--- config.mk ---
export PLATFORM = sky130hd
export DESIGN_NAME = rob_wb_arbiter_flat
export DESIGN_NICKNAME = d
export VERILOG_FILES = /design/src/rtl/rob_wb_arbiter_if.sv /design/src/rtl/rob_wb_arbiter.sv /design/src/flat_wrapper.sv
export SDC_FILE = /design/constraint.sdc
export NUM_CORES = 1
export LEC_CHECK = 0
export CAP_MARGIN = 5
export CELL_PAD_IN_SITES_DETAIL_PLACEMENT = 1
export CELL_PAD_IN_SITES_GLOBAL_PLACEMENT = 2
export CORE_MARGIN = 10
export CORE_UTILIZATION = 42
export CTS_BUF_LIST = sky130_fd_sc_hd__clkbuf_16
export DETAILED_ROUTE_END_ITERATION = 8
export GPL_TIMING_DRIVEN = 0
export PLACE_DENSITY_LB_ADDON = 0.1
export SYNTH_ARGS = -nofsm -noshare
export SYNTH_HDL_FRONTEND = slang
export SYNTH_SLANG_ARGS = --single-unit
--- constraint.sdc ---
create_clock -name clk_in -period 13.65 [get_ports clk_in]
set_input_delay 2.73 -clock clk_in [delete_from_list [all_inputs] [get_ports clk_in]]
set_output_delay 2.73 -clock clk_in [all_outputs]
set_load 0.03 [all_outputs]
--- src/rtl/rob_wb_arbiter_if.sv ---
// Result-producer / CDB bundle for the ROB write-back arbiter.
// master = producers and CDB consumers, slave = the arbiter itself.
interface rob_wb_arbiter_if #(
   parameter int WORD_W    = 32,
   parameter int ADDR_W    = 32,
   parameter int ROB_IDX_W = 4
);
   logic                 rdy_in;
   logic                 clear_branch_in;
   logic                 ex_en_in;
   logic [WORD_W-1:0]    ex_res_in;
   logic                 ex_jump_en_in;
   logic [ADDR_W-1:0]    ex_jump_a_in;
   logic [ROB_IDX_W-1:0] ex_rob_pos_in;
   logic                 ex_full_out;
   logic                 lsb_r_en_in;
   logic [WORD_W-1:0]    lsb_res_in;
   logic [ROB_IDX_W-1:0] lsb_rob_pos_r_in;
   logic                 lsb_r_full_out;
   logic                 lsb_w_en_in;
   logic [ROB_IDX_W-1:0] lsb_rob_pos_w_in;
   logic                 lsb_w_full_out;
   logic                 cdb_en_out;
   logic [1:0]           cdb_src_out;
   logic [ROB_IDX_W-1:0] cdb_rob_pos_out;
   logic [WORD_W-1:0]    cdb_res_out;
   logic                 cdb_jump_en_out;
   logic [ADDR_W-1:0]    cdb_jump_a_out;
   logic                 busy_out;
   logic                 overflow_err_out;

   modport master (
      output rdy_in, clear_branch_in,
      output ex_en_in, ex_res_in, ex_jump_en_in, ex_jump_a_in, ex_rob_pos_in,
      output lsb_r_en_in, lsb_res_in, lsb_rob_pos_r_in,
      output lsb_w_en_in, lsb_rob_pos_w_in,
      input  ex_full_out, lsb_r_full_out, lsb_w_full_out,
      input  cdb_en_out, cdb_src_out, cdb_rob_pos_out, cdb_res_out,
      input  cdb_jump_en_out, cdb_jump_a_out, busy_out, overflow_err_out
   );

   modport slave (
      input  rdy_in, clear_branch_in,
      input  ex_en_in, ex_res_in, ex_jump_en_in, ex_jump_a_in, ex_rob_pos_in,
      input  lsb_r_en_in, lsb_res_in, lsb_rob_pos_r_in,
      input  lsb_w_en_in, lsb_rob_pos_w_in,
      output ex_full_out, lsb_r_full_out, lsb_w_full_out,
      output cdb_en_out, cdb_src_out, cdb_rob_pos_out, cdb_res_out,
      output cdb_jump_en_out, cdb_jump_a_out, busy_out, overflow_err_out
   );
endinterface

--- src/rtl/rob_wb_arbiter.sv ---
// ROB write-back arbiter: three skid FIFOs (EX, LOAD, STORE) with
// round-robin grant onto a registered single-port CDB.
module rob_wb_arbiter #(
   parameter int WORD_W    = 32,
   parameter int ADDR_W    = 32,
   parameter int ROB_IDX_W = 4,
   parameter int DEPTH     = 2
) (
   input logic              clk_in,
   input logic              rst_in,
   rob_wb_arbiter_if.slave  bus
);
   localparam int CW = $clog2(DEPTH) + 1;
   localparam int PW = (DEPTH > 1) ? $clog2(DEPTH) : 1;
   localparam logic [1:0] SRC_EX = 2'd0;
   localparam logic [1:0] SRC_LD = 2'd1;
   localparam logic [1:0] SRC_ST = 2'd2;

   typedef struct packed {
      logic [WORD_W-1:0]    res;
      logic                 jump_en;
      logic [ADDR_W-1:0]    jump_a;
      logic [ROB_IDX_W-1:0] pos;
   } entry_t;

   entry_t         mem [3][DEPTH];
   logic [PW-1:0]  rd_ptr [3];
   logic [PW-1:0]  wr_ptr [3];
   logic [CW-1:0]  cnt [3];
   logic [1:0]     rr;
   entry_t         in_ent [3];
   logic [2:0]     en, has, full, cand, grant, push, pop;
   logic [1:0]     gsel;
   logic           gany;
   entry_t         sel_ent;
   logic           norm;

   logic           cdb_vld_p1;
   logic [1:0]     cdb_src_p1;
   entry_t         cdb_ent_p1;
   logic           ovf;

   function automatic logic [1:0] rr_next(input logic [1:0] s);
      return (s == SRC_ST) ? SRC_EX : s + 2'd1;
   endfunction

   function automatic logic [PW-1:0] ptr_inc(input logic [PW-1:0] p);
      return (p == PW'(DEPTH - 1)) ? '0 : p + 1'b1;
   endfunction

   assign norm = bus.rdy_in & ~bus.clear_branch_in;
   assign en   = {bus.lsb_w_en_in, bus.lsb_r_en_in, bus.ex_en_in};

   always_comb begin
      in_ent[SRC_EX] = '{res: bus.ex_res_in, jump_en: bus.ex_jump_en_in,
                         jump_a: bus.ex_jump_a_in, pos: bus.ex_rob_pos_in};
      in_ent[SRC_LD] = '{res: bus.lsb_res_in, jump_en: 1'b0,
                         jump_a: '0, pos: bus.lsb_rob_pos_r_in};
      in_ent[SRC_ST] = '{res: '0, jump_en: 1'b0,
                         jump_a: '0, pos: bus.lsb_rob_pos_w_in};
      for (int s = 0; s < 3; s++) begin
         has[s]  = (cnt[s] != '0);
         full[s] = (cnt[s] == CW'(DEPTH));
         cand[s] = has[s] | en[s];
      end
   end

   // Scan the sources starting just after the last winner.
   always_comb begin
      logic [1:0] c;
      c     = rr;
      gsel  = rr;
      gany  = 1'b0;
      grant = '0;
      for (int i = 0; i < 3; i++) begin
         c = rr_next(c);
         if (!gany && cand[c]) begin
            gany = 1'b1;
            gsel = c;
         end
      end
      if (gany) grant[gsel] = 1'b1;
      for (int s = 0; s < 3; s++) begin
         pop[s]  = grant[s] & has[s];
         push[s] = en[s] & ~(grant[s] & ~has[s]) & ~full[s];
      end
      sel_ent = has[gsel] ? mem[gsel][rd_ptr[gsel]] : in_ent[gsel];
   end

   // FIFO storage carries data only, so it is left out of reset.
   always_ff @(posedge clk_in) begin
      for (int s = 0; s < 3; s++)
         if (norm && push[s]) mem[s][wr_ptr[s]] <= in_ent[s];
   end

   // Stage boundary: grant result registered onto the CDB.
   always_ff @(posedge clk_in or posedge rst_in) begin
      if (rst_in) begin
         for (int s = 0; s < 3; s++) begin
            cnt[s]    <= '0;
            rd_ptr[s] <= '0;
            wr_ptr[s] <= '0;
         end
         rr         <= SRC_ST;
         cdb_vld_p1 <= 1'b0;
         cdb_src_p1 <= '0;
         cdb_ent_p1 <= '0;
         ovf        <= 1'b0;
      end else if (bus.clear_branch_in && bus.rdy_in) begin
         for (int s = 0; s < 3; s++) begin
            cnt[s]    <= '0;
            rd_ptr[s] <= '0;
            wr_ptr[s] <= '0;
         end
         rr         <= SRC_ST;
         cdb_vld_p1 <= 1'b0;
      end else if (!bus.rdy_in) begin
         cdb_vld_p1 <= 1'b0;
      end else begin
         for (int s = 0; s < 3; s++) begin
            if (push[s]) wr_ptr[s] <= ptr_inc(wr_ptr[s]);
            if (pop[s])  rd_ptr[s] <= ptr_inc(rd_ptr[s]);
            cnt[s] <= cnt[s] + CW'(push[s]) - CW'(pop[s]);
         end
         if (|(en & full)) ovf <= 1'b1;
         cdb_vld_p1 <= gany;
         if (gany) begin
            rr         <= gsel;
            cdb_src_p1 <= gsel;
            cdb_ent_p1 <= sel_ent;
         end
      end
   end

   assign bus.ex_full_out      = full[SRC_EX];
   assign bus.lsb_r_full_out   = full[SRC_LD];
   assign bus.lsb_w_full_out   = full[SRC_ST];
   assign bus.cdb_en_out       = cdb_vld_p1;
   assign bus.cdb_src_out      = cdb_src_p1;
   assign bus.cdb_rob_pos_out  = cdb_ent_p1.pos;
   assign bus.cdb_res_out      = cdb_ent_p1.res;
   assign bus.cdb_jump_en_out  = cdb_ent_p1.jump_en;
   assign bus.cdb_jump_a_out   = cdb_ent_p1.jump_a;
   assign bus.busy_out         = |has;
   assign bus.overflow_err_out = ovf;
endmodule

--- src/flat_wrapper.sv ---
// flat-port wrapper written by rule: the top's interface ports become plain ports
module rob_wb_arbiter_flat 
#(
   parameter int WORD_W    = 32,
   parameter int ADDR_W    = 32,
   parameter int ROB_IDX_W = 4,
   parameter int DEPTH     = 2
)
  (clk_in, rst_in, bus_rdy_in, bus_clear_branch_in, bus_ex_en_in, bus_ex_res_in, bus_ex_jump_en_in, bus_ex_jump_a_in, bus_ex_rob_pos_in, bus_lsb_r_en_in, bus_lsb_res_in, bus_lsb_rob_pos_r_in, bus_lsb_w_en_in, bus_lsb_rob_pos_w_in, bus_ex_full_out, bus_lsb_r_full_out, bus_lsb_w_full_out, bus_cdb_en_out, bus_cdb_src_out, bus_cdb_rob_pos_out, bus_cdb_res_out, bus_cdb_jump_en_out, bus_cdb_jump_a_out, bus_busy_out, bus_overflow_err_out);
  rob_wb_arbiter_if #(.WORD_W(WORD_W), .ADDR_W(ADDR_W), .ROB_IDX_W(ROB_IDX_W)) bus_i ();
  input logic clk_in;
  input logic rst_in;
  input wire logic [$bits(bus_i.rdy_in)-1:0] bus_rdy_in;
  input wire logic [$bits(bus_i.clear_branch_in)-1:0] bus_clear_branch_in;
  input wire logic [$bits(bus_i.ex_en_in)-1:0] bus_ex_en_in;
  input wire logic [$bits(bus_i.ex_res_in)-1:0] bus_ex_res_in;
  input wire logic [$bits(bus_i.ex_jump_en_in)-1:0] bus_ex_jump_en_in;
  input wire logic [$bits(bus_i.ex_jump_a_in)-1:0] bus_ex_jump_a_in;
  input wire logic [$bits(bus_i.ex_rob_pos_in)-1:0] bus_ex_rob_pos_in;
  input wire logic [$bits(bus_i.lsb_r_en_in)-1:0] bus_lsb_r_en_in;
  input wire logic [$bits(bus_i.lsb_res_in)-1:0] bus_lsb_res_in;
  input wire logic [$bits(bus_i.lsb_rob_pos_r_in)-1:0] bus_lsb_rob_pos_r_in;
  input wire logic [$bits(bus_i.lsb_w_en_in)-1:0] bus_lsb_w_en_in;
  input wire logic [$bits(bus_i.lsb_rob_pos_w_in)-1:0] bus_lsb_rob_pos_w_in;
  output wire logic [$bits(bus_i.ex_full_out)-1:0] bus_ex_full_out;
  output wire logic [$bits(bus_i.lsb_r_full_out)-1:0] bus_lsb_r_full_out;
  output wire logic [$bits(bus_i.lsb_w_full_out)-1:0] bus_lsb_w_full_out;
  output wire logic [$bits(bus_i.cdb_en_out)-1:0] bus_cdb_en_out;
  output wire logic [$bits(bus_i.cdb_src_out)-1:0] bus_cdb_src_out;
  output wire logic [$bits(bus_i.cdb_rob_pos_out)-1:0] bus_cdb_rob_pos_out;
  output wire logic [$bits(bus_i.cdb_res_out)-1:0] bus_cdb_res_out;
  output wire logic [$bits(bus_i.cdb_jump_en_out)-1:0] bus_cdb_jump_en_out;
  output wire logic [$bits(bus_i.cdb_jump_a_out)-1:0] bus_cdb_jump_a_out;
  output wire logic [$bits(bus_i.busy_out)-1:0] bus_busy_out;
  output wire logic [$bits(bus_i.overflow_err_out)-1:0] bus_overflow_err_out;
  assign bus_i.rdy_in = bus_rdy_in;
  assign bus_i.clear_branch_in = bus_clear_branch_in;
  assign bus_i.ex_en_in = bus_ex_en_in;
  assign bus_i.ex_res_in = bus_ex_res_in;
  assign bus_i.ex_jump_en_in = bus_ex_jump_en_in;
  assign bus_i.ex_jump_a_in = bus_ex_jump_a_in;
  assign bus_i.ex_rob_pos_in = bus_ex_rob_pos_in;
  assign bus_i.lsb_r_en_in = bus_lsb_r_en_in;
  assign bus_i.lsb_res_in = bus_lsb_res_in;
  assign bus_i.lsb_rob_pos_r_in = bus_lsb_rob_pos_r_in;
  assign bus_i.lsb_w_en_in = bus_lsb_w_en_in;
  assign bus_i.lsb_rob_pos_w_in = bus_lsb_rob_pos_w_in;
  assign bus_ex_full_out = bus_i.ex_full_out;
  assign bus_lsb_r_full_out = bus_i.lsb_r_full_out;
  assign bus_lsb_w_full_out = bus_i.lsb_w_full_out;
  assign bus_cdb_en_out = bus_i.cdb_en_out;
  assign bus_cdb_src_out = bus_i.cdb_src_out;
  assign bus_cdb_rob_pos_out = bus_i.cdb_rob_pos_out;
  assign bus_cdb_res_out = bus_i.cdb_res_out;
  assign bus_cdb_jump_en_out = bus_i.cdb_jump_en_out;
  assign bus_cdb_jump_a_out = bus_i.cdb_jump_a_out;
  assign bus_busy_out = bus_i.busy_out;
  assign bus_overflow_err_out = bus_i.overflow_err_out;
  rob_wb_arbiter #(.WORD_W(WORD_W), .ADDR_W(ADDR_W), .ROB_IDX_W(ROB_IDX_W), .DEPTH(DEPTH)) u_core (.clk_in(clk_in), .rst_in(rst_in), .bus(bus_i));
endmodule
# Word-level counts from Yosys, hierarchy flattened
# Memory sizes are Yosys's and may differ from the RTL's.
# Index checks and enable logic that the tools add are counted.
[word_totals]
ram_bits = 414
memories = 1
in_bits = 116
reg_bits = 87
output_inout_bits = 77
[mem_list]
columns = ["memory", "depth", "width", "rd", "rd_clocked_by_memory_dff", "wr", "line_no", "source"]
rows = [
  ["u_core.mem", 3, 138, 1, 0, 3, "rob_wb_arbiter.sv:26", "entry_t mem [3][DEPTH];"],
]
[op_classes]
bitwise = 33
n_reduce_logical = 34
muxes = 65
order_cmp = 13
n_addsub = 15
eq_ne = 6
[ops]
columns = ["op", "count"]
rows = [
  ["69-bit 2-to-1 mux", 9],
  ["138-bit 2-to-1 mux", 3],
  ["69-bit demux with 1-bit select", 3],
  ["69-bit binary-select mux with 2-bit select", 1],
  ["1-bit 2-to-1 mux", 27],
  ["2-bit nonzero test", 11],
  ["2-bit 2-to-1 mux", 9],
  ["3-bit 2-to-1 mux", 5],
  ["2-bit AND reduction", 7],
  ["1-bit AND", 13],
  ["2-bit equality test (second input constant)", 6],
  ["2-bit by 3-bit less-than comparator with 1-bit output (second input constant)", 4],
  ["6-bit 2-to-1 mux", 2],
  ["1-bit NOT", 11],
  ["1-bit binary-select mux with 2-bit select", 5],
  ["1-bit logical AND", 10],
  ["2-bit greater-or-equal comparator (second input constant)", 4],
  ["1-bit NOT with 2-bit output", 4],
  ["1-bit adder (second input constant)", 6],
  ["2-bit by 1-bit adder with 2-bit output", 3],
  ["2-bit by 1-bit adder with 2-bit output (second input constant)", 3],
  ["2-bit by 1-bit less-than comparator with 1-bit output (second input constant)", 3],
  ["3-bit AND reduction", 2],
  ["3-bit OR reduction", 2],
  ["other kinds (8)", 13],
]

# Depth between registers and ports, before layout
# Gate-level depths: netlist of the first run.
[depth]
depth_word = 24
ltp_mapped = 13
ltp_nobuf = 11

# Worst setup path after synthesis of the first run
# OpenSTA, ideal clock, no wires.
[synth_timing]
kind = "input to register"
start = "input port bus_lsb_w_en_in"
end = "memory u_core.mem[0][100] in the netlist's numbering (enable)"
arrival_time_ps = 6810
n_path_buf = 1
setup_slack_ps = 6343
stages = 8
path_cell_list = "nor3_2 nand3_1 and2_1 clkbuf_1 a21oi_1 o21a_1 nand2_1 nor2_1"
[synth_rtl]
columns = ["element", "line_no", "source"]
rows = [
  ["start: declaration", "flat_wrapper.sv:23", "input wire logic [$bits(bus_i.lsb_w_en_in)-1:0] bus_lsb_w_en_in;"],
  ["end: declaration", "rob_wb_arbiter.sv:26", ""],
]

==> results of run 1 <==
## logic make-up after synthesis
group	count (synthesis)
and+or+nand+nor	113
buffers and inverters	69
adders and majority gates	6
AOI/OAI and AO/OA	227
xor gates and xnor gates	3
muxes	108
DFF	305
## sequential cells by signal (all words and copies together) (netlist names)
register / flops
u_core.mem: 218
u_core.bus.cdb_jump_a_out: 32
u_core.bus.cdb_res_out: 32
u_core.cnt: 6
u_core.bus.cdb_rob_pos_out: 4
u_core.rd_ptr: 3
u_core.wr_ptr: 3
u_core.bus.cdb_src_out: 2
u_core.rr: 2
u_core.bus.cdb_en_out: 1
u_core.bus.cdb_jump_en_out: 1
u_core.bus.overflow_err_out: 1
## cell usage in the layout, fill, tap and decap left out, drive strengths merged, types with 9 or more instances in the layout
cell type / Yosys / final
a21oi: 48 / 48
a22oi: 69 / 69
and3: 43 / 43
buf: 24 / 33
clkbuf: 32 / 70
clkdlybuf4s50: 0 / 192
clkinv: 0 / 15
dfrtp: 86 / 86
edfxtp: 218 / 218
inv: 13 / 24
mux2: 34 / 34
mux2i: 74 / 74
nand2: 24 / 24
nand3: 9 / 9
nor2: 14 / 14
nor2b: 10 / 10
o21ai: 56 / 56
o221ai: 33 / 33
## power groups by stage
stage	registers, uW	logic (uW)	clock network, uW
after floorplan	1420	775	0
after global placement	1270	1430	0
after detailed placement	1270	1460	0
after CTS	1250	1470	898
after global routing	1270	1560	939
final	1250	1440	880
## area by class of cell
type | instances | share of cell area [%]
plain buffers | 56 | 1.99
inverters | 13 | 0.310
flip-flops and latches | 305 | 52.7
diodes | 2 | 0.0302
repair buffers | 201 | 12.6
clock inverters | 27 | 0.831
multi-input cells | 457 | 22.8
well taps | 396 | 2.99
clock buffers | 38 | 5.74
## routing by layer
layer | up-vias | part of all wire (%) | global-route usage (%) | routed length, um
met4 | 2 | 1.6 | 4.30 | 590
li1 | 3752 | - | - | -
met2 | 189 | 49 | 31.5 | 18100
met3 | 38 | 4.6 | 3.84 | 1700
met5 | - | 0.035 | 0 | 13
met1 | 4171 | 45 | 24.6 | 16500
## worst reg2reg max path, stage by stage (launching register included)
cell      delay, ns
dfrtp_1        0.44
nor3_2         0.45
nand3_1        0.25
and2_1         0.22
clkbuf_1       0.28
a21oi_1        0.23
o21a_1         0.19
nand2_1        0.13
nor2_4         0.68
buf_12         0.31
## through the flow
stage	power [uW]	hold slack [ns]	utilization [%]	instance area (um^2)	setup WS, ns
floorplan	2190	0.491	-	12900	6.34
global placement	2700	0.461	50.2	15300	2.79
detailed placement	2730	0.470	50.8	15500	7.25
CTS	3620	0.488	54.4	16600	7.78
global route	3770	0.501	54.4	16600	7.56
finish	3570	0.476	54.4	16600	7.83
## path summary, 6_finish.rpt
check / start / end / slack [ns] / cells after the start
setup / recovery: bus_lsb_w_en_in / u_core.mem[0][137] / 7.83 / 10
hold / removal: u_core.bus.overflow_err_out / u_core.bus.overflow_err_out / 0.48 / 1
setup reg to reg: u_core.cnt[0] / u_core.mem[0][137] / 10.14 / 9
hold reg to reg: u_core.bus.overflow_err_out / u_core.bus.overflow_err_out / 0.48 / 1
max in group asynchronous: rst_in / u_core.rr[1] / 10.25 / 3
min in group asynchronous: rst_in / u_core.bus.cdb_jump_a_out[16] / 2.65 / 2
==> impl_metrics.ini, run 1 <==
[run_status]
status = complete, no violations

[finish]
fill_cells = 2955
final_layout_size_suffix_gt1_share_pct = 16.5
register_area_um2 = 8720
nNetsFinal = 1192
stdcell_count = 1495
multi_input_area_um2 = 3780
area_growth_pct = 28.7

[timing]
final_max_slew_viol_count = 0
setup_viol = 0
tightest_slew_ns = 0.852
report.final.hold_viol_count = 0
min_period_over_period_pct = 42.6
fin_skew_ns = 0.0188
relSlewSlack_pct = 43.0
fmaxAchievable_mhz = 172
tns_ns = 0
rsz0062_at_grt = no
period_needed_ns = 5.82

[cts]
postCtsSetupRepairBufs = 0
cts_made_buffers = 36
clkTransAtPathRegs_ns = 0.06
cts_root_buffer = clkbuf_16
ctsResizeCount = 0
hold_buffers = 0
tritoncts = done
clk_path_buf_depth = 3
cts_sinks = 305
cts_max_level = 2
clk_latency_ns = 0.52

[yosys]
syn_inst = 831
yosys-top-cells-count = edfxtp_1 (218), dfrtp_1 (86), mux2i_1 (73)
synth_top_family_by_area = compound AO/OA/AOI/OAI gates
ys_warn_count = 0
synthTopCellsByArea = edfxtp_1 (51%), dfrtp_1 (17%), mux2i_1 (5.7%)
syn_nets = 953
yosys.area_share.simple_pct = 5.06
synth.most_common_cell = edfxtp_1
synth_edf_count = 218
muxShareOfSynthArea_pct = 9.44
synth_cell_types = 55
syn-cell-area_um2 = 12900
seq_area_frac_synth_pct = 67.8
yosysTopAreaCellShare_pct = 50.9
synth_top_area_cell = edfxtp_1
synthArstFlopShare_pct = 28.5
synth-main-ff-cell = edfxtp_1
synthAdderAreaFrac_pct = 0.584
postSynthAreaPerCell_um2 = 15.5
synth_seq_cells = 305
synth-xor-area-share_pct = 0.204
synth_compound_area_share_pct = 14.0

[floorplan]
die_h_um = 195
rows = 64
dieArea_um2 = 38000
initial_core_util_pct = 42.3
die-width_um = 195
io_pins = 193
core_um2 = 30400

[routing]
dr.pass1.iters = 5
drc = 0
wirelength_um = 36900
drt_iter0_markers = 422
vias_per_cell = 5.45
avgRoutedWirePerCell_um = 24.7
ant_nets = 0
vias = 8152

[global_routing]
grt-ovfl-total = 0
grt_usage_pct = 18.8
grt_pass1_vias = 9129
grt_max_degree = 59
antenna_found_initial = 4
grt_pass1_wl_um = 56000

[critical_path]
cp.required_ns = 13.84
path_cells = clkdlybuf4s50_1, nor3_2, nand3_1, and2_1, clkbuf_1, a21oi_1, o21a_1, nand2_1, nor2_4, buf_12
worstSetupEndpointType = flip-flop
arrival_ns = 6.01
crit_family = simple AND/OR/NAND/NOR gates
crit_buf_inv = 3
criticalPathCategory = primary input to flip-flop
critPathSlowestCell = nor2_4
worstPathMaxFanout = 26
startpoint_type = primary input
max_stage_delay_ns = 0.68

[power]
cellLeakagePower_uw = 0.00612
switching_power_uw = 1310
clkPwrFrac_pct = 24.6
sw_frac_of_total_pct = 36.8
p_comb_share_pct = 40.4
max-vdd-ir-drop_mv = 0.101
p_int_uw = 2260
power_density_nw_per_um2 = 216
p_seq_share_pct = 35.0

[placement]
placed_cells = 1428
place_congestion = 0.763
io_buffers = 192
dp_hpwl_um = 25500

[worst_hold_path]
hp-class = flip-flop to flip-flop

[flow_run]
max_cap_violations = 0
No activity file was read; power rests on OpenSTA's default activity.
==> run 2, diff against run 1 <==
CORE_UTILIZATION = 35   (was 42)
clock period = 5 ns   (was 13.65 ns; I/O delays follow)
==> run 2 against run 1 <==
  * Routed wire length increased by 3.6%
  * Clock power grew to 2.8 times the previous value
  * Register-to-register slack worse by 8.8 ns
  * First-iteration DRC count fell by 13%
  * Combinational power grew to 2.8 times the previous value
  * Clock skew shrank 0.011 ns
  * Sequential share of layout area fell by 0.35 points
  * Cell count rose by 4.7%
  * Core utilization down 8.7 points
  * Critical path depth up 1
  * Critical path type unchanged
  * Critical endpoint is now u_core.mem[0][115]
==> impl_metrics.ini, run 2 (synthesis gave the netlist of run 1 again) <==
[critical_path]
max_stage_delay_ns = 0.64
criticalPathCategory = primary input to flip-flop
arrival_ns = 4.50
path_cells = clkdlybuf4s50_1, nor3_2, nand3_1, and2_1, clkbuf_1, a21oi_1, o21a_1, nand2_1, nor2_4, buf_12, buf_12
critPathSlowestCell = nor2_4
crit_buf_inv = 4
crit_family = simple AND/OR/NAND/NOR gates
worstSetupEndpointType = flip-flop
startpoint_type = primary input
crit_top_cell = buf_12
cp.required_ns = 5.21
worstPathMaxFanout = 25

[placement]
io_buffers = 192
placed_cells = 1500
place_congestion = 0.754
dp_hpwl_um = 26400

[global_routing]
grt_pass1_wl_um = 58100
grt_max_degree = 56
grt-ovfl-total = 0
grt_usage_pct = 17.0
grt_pass1_vias = 9115
antenna_found_initial = 3

[routing]
wl_met1_um = 17500
drc = 0
ant_nets = 0
avgRoutedWirePerCell_um = 24.4
dr.pass1.iters = 5
dr_wl_met3_um = 1800
vias_per_cell = 5.19
drt_iter0_markers = 368
wirelength_um = 38200
vias = 8132
maxUsedRoutingLayer = met5
wl_met2_um = 18400

[cts]
clk_path_buf_depth = 3
cts_max_level = 2
cts_made_buffers = 36
tritoncts = done
cts_sinks = 305
postCtsSetupRepairBufs = 0
clk_latency_ns = 0.51
cts_root_buffer = clkbuf_16
hold_buffers = 0
clkTransAtPathRegs_ns = 0.06
ctsResizeCount = 0

[finish]
stdcell_count = 1566
final_layout_size_suffix_gt1_share_pct = 15.8
num_antenna_cells = 0
final_util_pct = 45.8
fill_cells = 3665
multi_input_area_um2 = 3780
register_area_um2 = 8720
area_growth_pct = 29.6
nNetsFinal = 1192
final_cell_mix = edfxtp_1 (218), clkdlybuf4s50_1 (192), dfrtp_1 (86)
largest_reg_flops = 218
layout_commonest_cell = edfxtp_1

[timing]
fmaxAchievable_mhz = 233
min_period_over_period_pct = 85.8
setup_viol = 0
period_needed_ns = 4.29
tightest_slew_ns = 0.842
rsz0062_at_grt = no
report.final.hold_viol_count = 0
final_max_slew_viol_count = 0
fin_skew_ns = 0.00798
relSlewSlack_pct = 43.9

[floorplan]
die_h_um = 212
initial_core_util_pct = 35.3
dieArea_um2 = 44800
die-width_um = 212
io_pins = 193
rows = 70
core_um2 = 36400

[power]
max-vdd-ir-drop_mv = 0.274
power_density_nw_per_um2 = 591
cellLeakagePower_uw = 0.00614
power_uw = 9850

[flow_run]
max_cap_violations = 0

[run_status]
status = complete, no violations

[worst_hold_path]
hp-class = flip-flop to flip-flop
[run 2: changes by cell type in the layout (fill, tap and decap cells not counted), moves of 2 or more]
cell,previous run,this run
clkinv_2,8,1
clkinv_1,5,10
inv_1,22,26
diode_2,2,0
bufinv_16,0,2
[run 2: worst register-to-register path: cells and delay by family (launching register included)]
kind            cells  cell delay [ns]
flops               1             0.43
simple gates        5             1.67
compound gates      2             0.44
buf+inv             3             0.81
[run 2: final cells by class]
cell class / instances / area share, %
buffer: 56 / 1.97
clock buffer: 38 / 5.70
clock inverter: 28 / 1.03
inverter: 13 / 0.308
multi-input combinational: 457 / 22.7
sequential: 305 / 52.3
tap: 468 / 3.51
timing repair buffer: 201 / 12.5
[run 2: worst paths after layout]
check | start | to | slack, ns | depth (start not counted)
max in group asynchronous | rst_in | u_core.bus.cdb_res_out[30] | 3.37 | 3
min | u_core.bus.overflow_err_out | u_core.bus.overflow_err_out | 0.49 | 1
min reg2reg | u_core.bus.overflow_err_out | u_core.bus.overflow_err_out | 0.49 | 1
max reg2reg | u_core.cnt[0] | u_core.mem[0][115] | 1.32 | 10
min in group asynchronous | rst_in | u_core.bus.cdb_jump_a_out[8] | 0.89 | 2
max | bus_lsb_w_en_in | u_core.mem[0][115] | 0.71 | 11
[run 2: through the flow]
stage | cell area, um^2 | setup slack (ns) | hold slack (ns) | setup TNS, ns
2_1_floorplan | 12900 | 0.0915 | 0.491 | 0
3_3_place_gp | 15400 | -3.25 | 0.457 | -443.86
3_5_place_dp | 15500 | 0.125 | 0.484 | 0
4_1_cts | 16700 | 0.658 | 0.501 | 0
5_1_grt | 16700 | 0.433 | 0.519 | 0
6_report | 16700 | 0.710 | 0.489 | 0
[run 2: metal layers]
layer / track usage [%] / up-vias
met5: 0 / -
met1: 22.7 / 4190
li1: - / 3738
met2: 28.1 / 159
met4: 3.12 / 6
met3: 3.62 / 39
[run 2: report_power, final]
part / internal, uW / total, uW / switching (uW) / leakage, uW
sequential: 3150 / 3410 / 264 / 0.00308
clock: 1470 / 2480 / 1010 / 0.000598
combinational: 1640 / 3970 / 2320 / 0.00246
==> run 3, diff against run 2 <==
CTS_CLUSTER_SIZE = 20   (was not set)
==> results of run 3 <==
The final DEF is identical to that of run 2; final timing and power are the same.
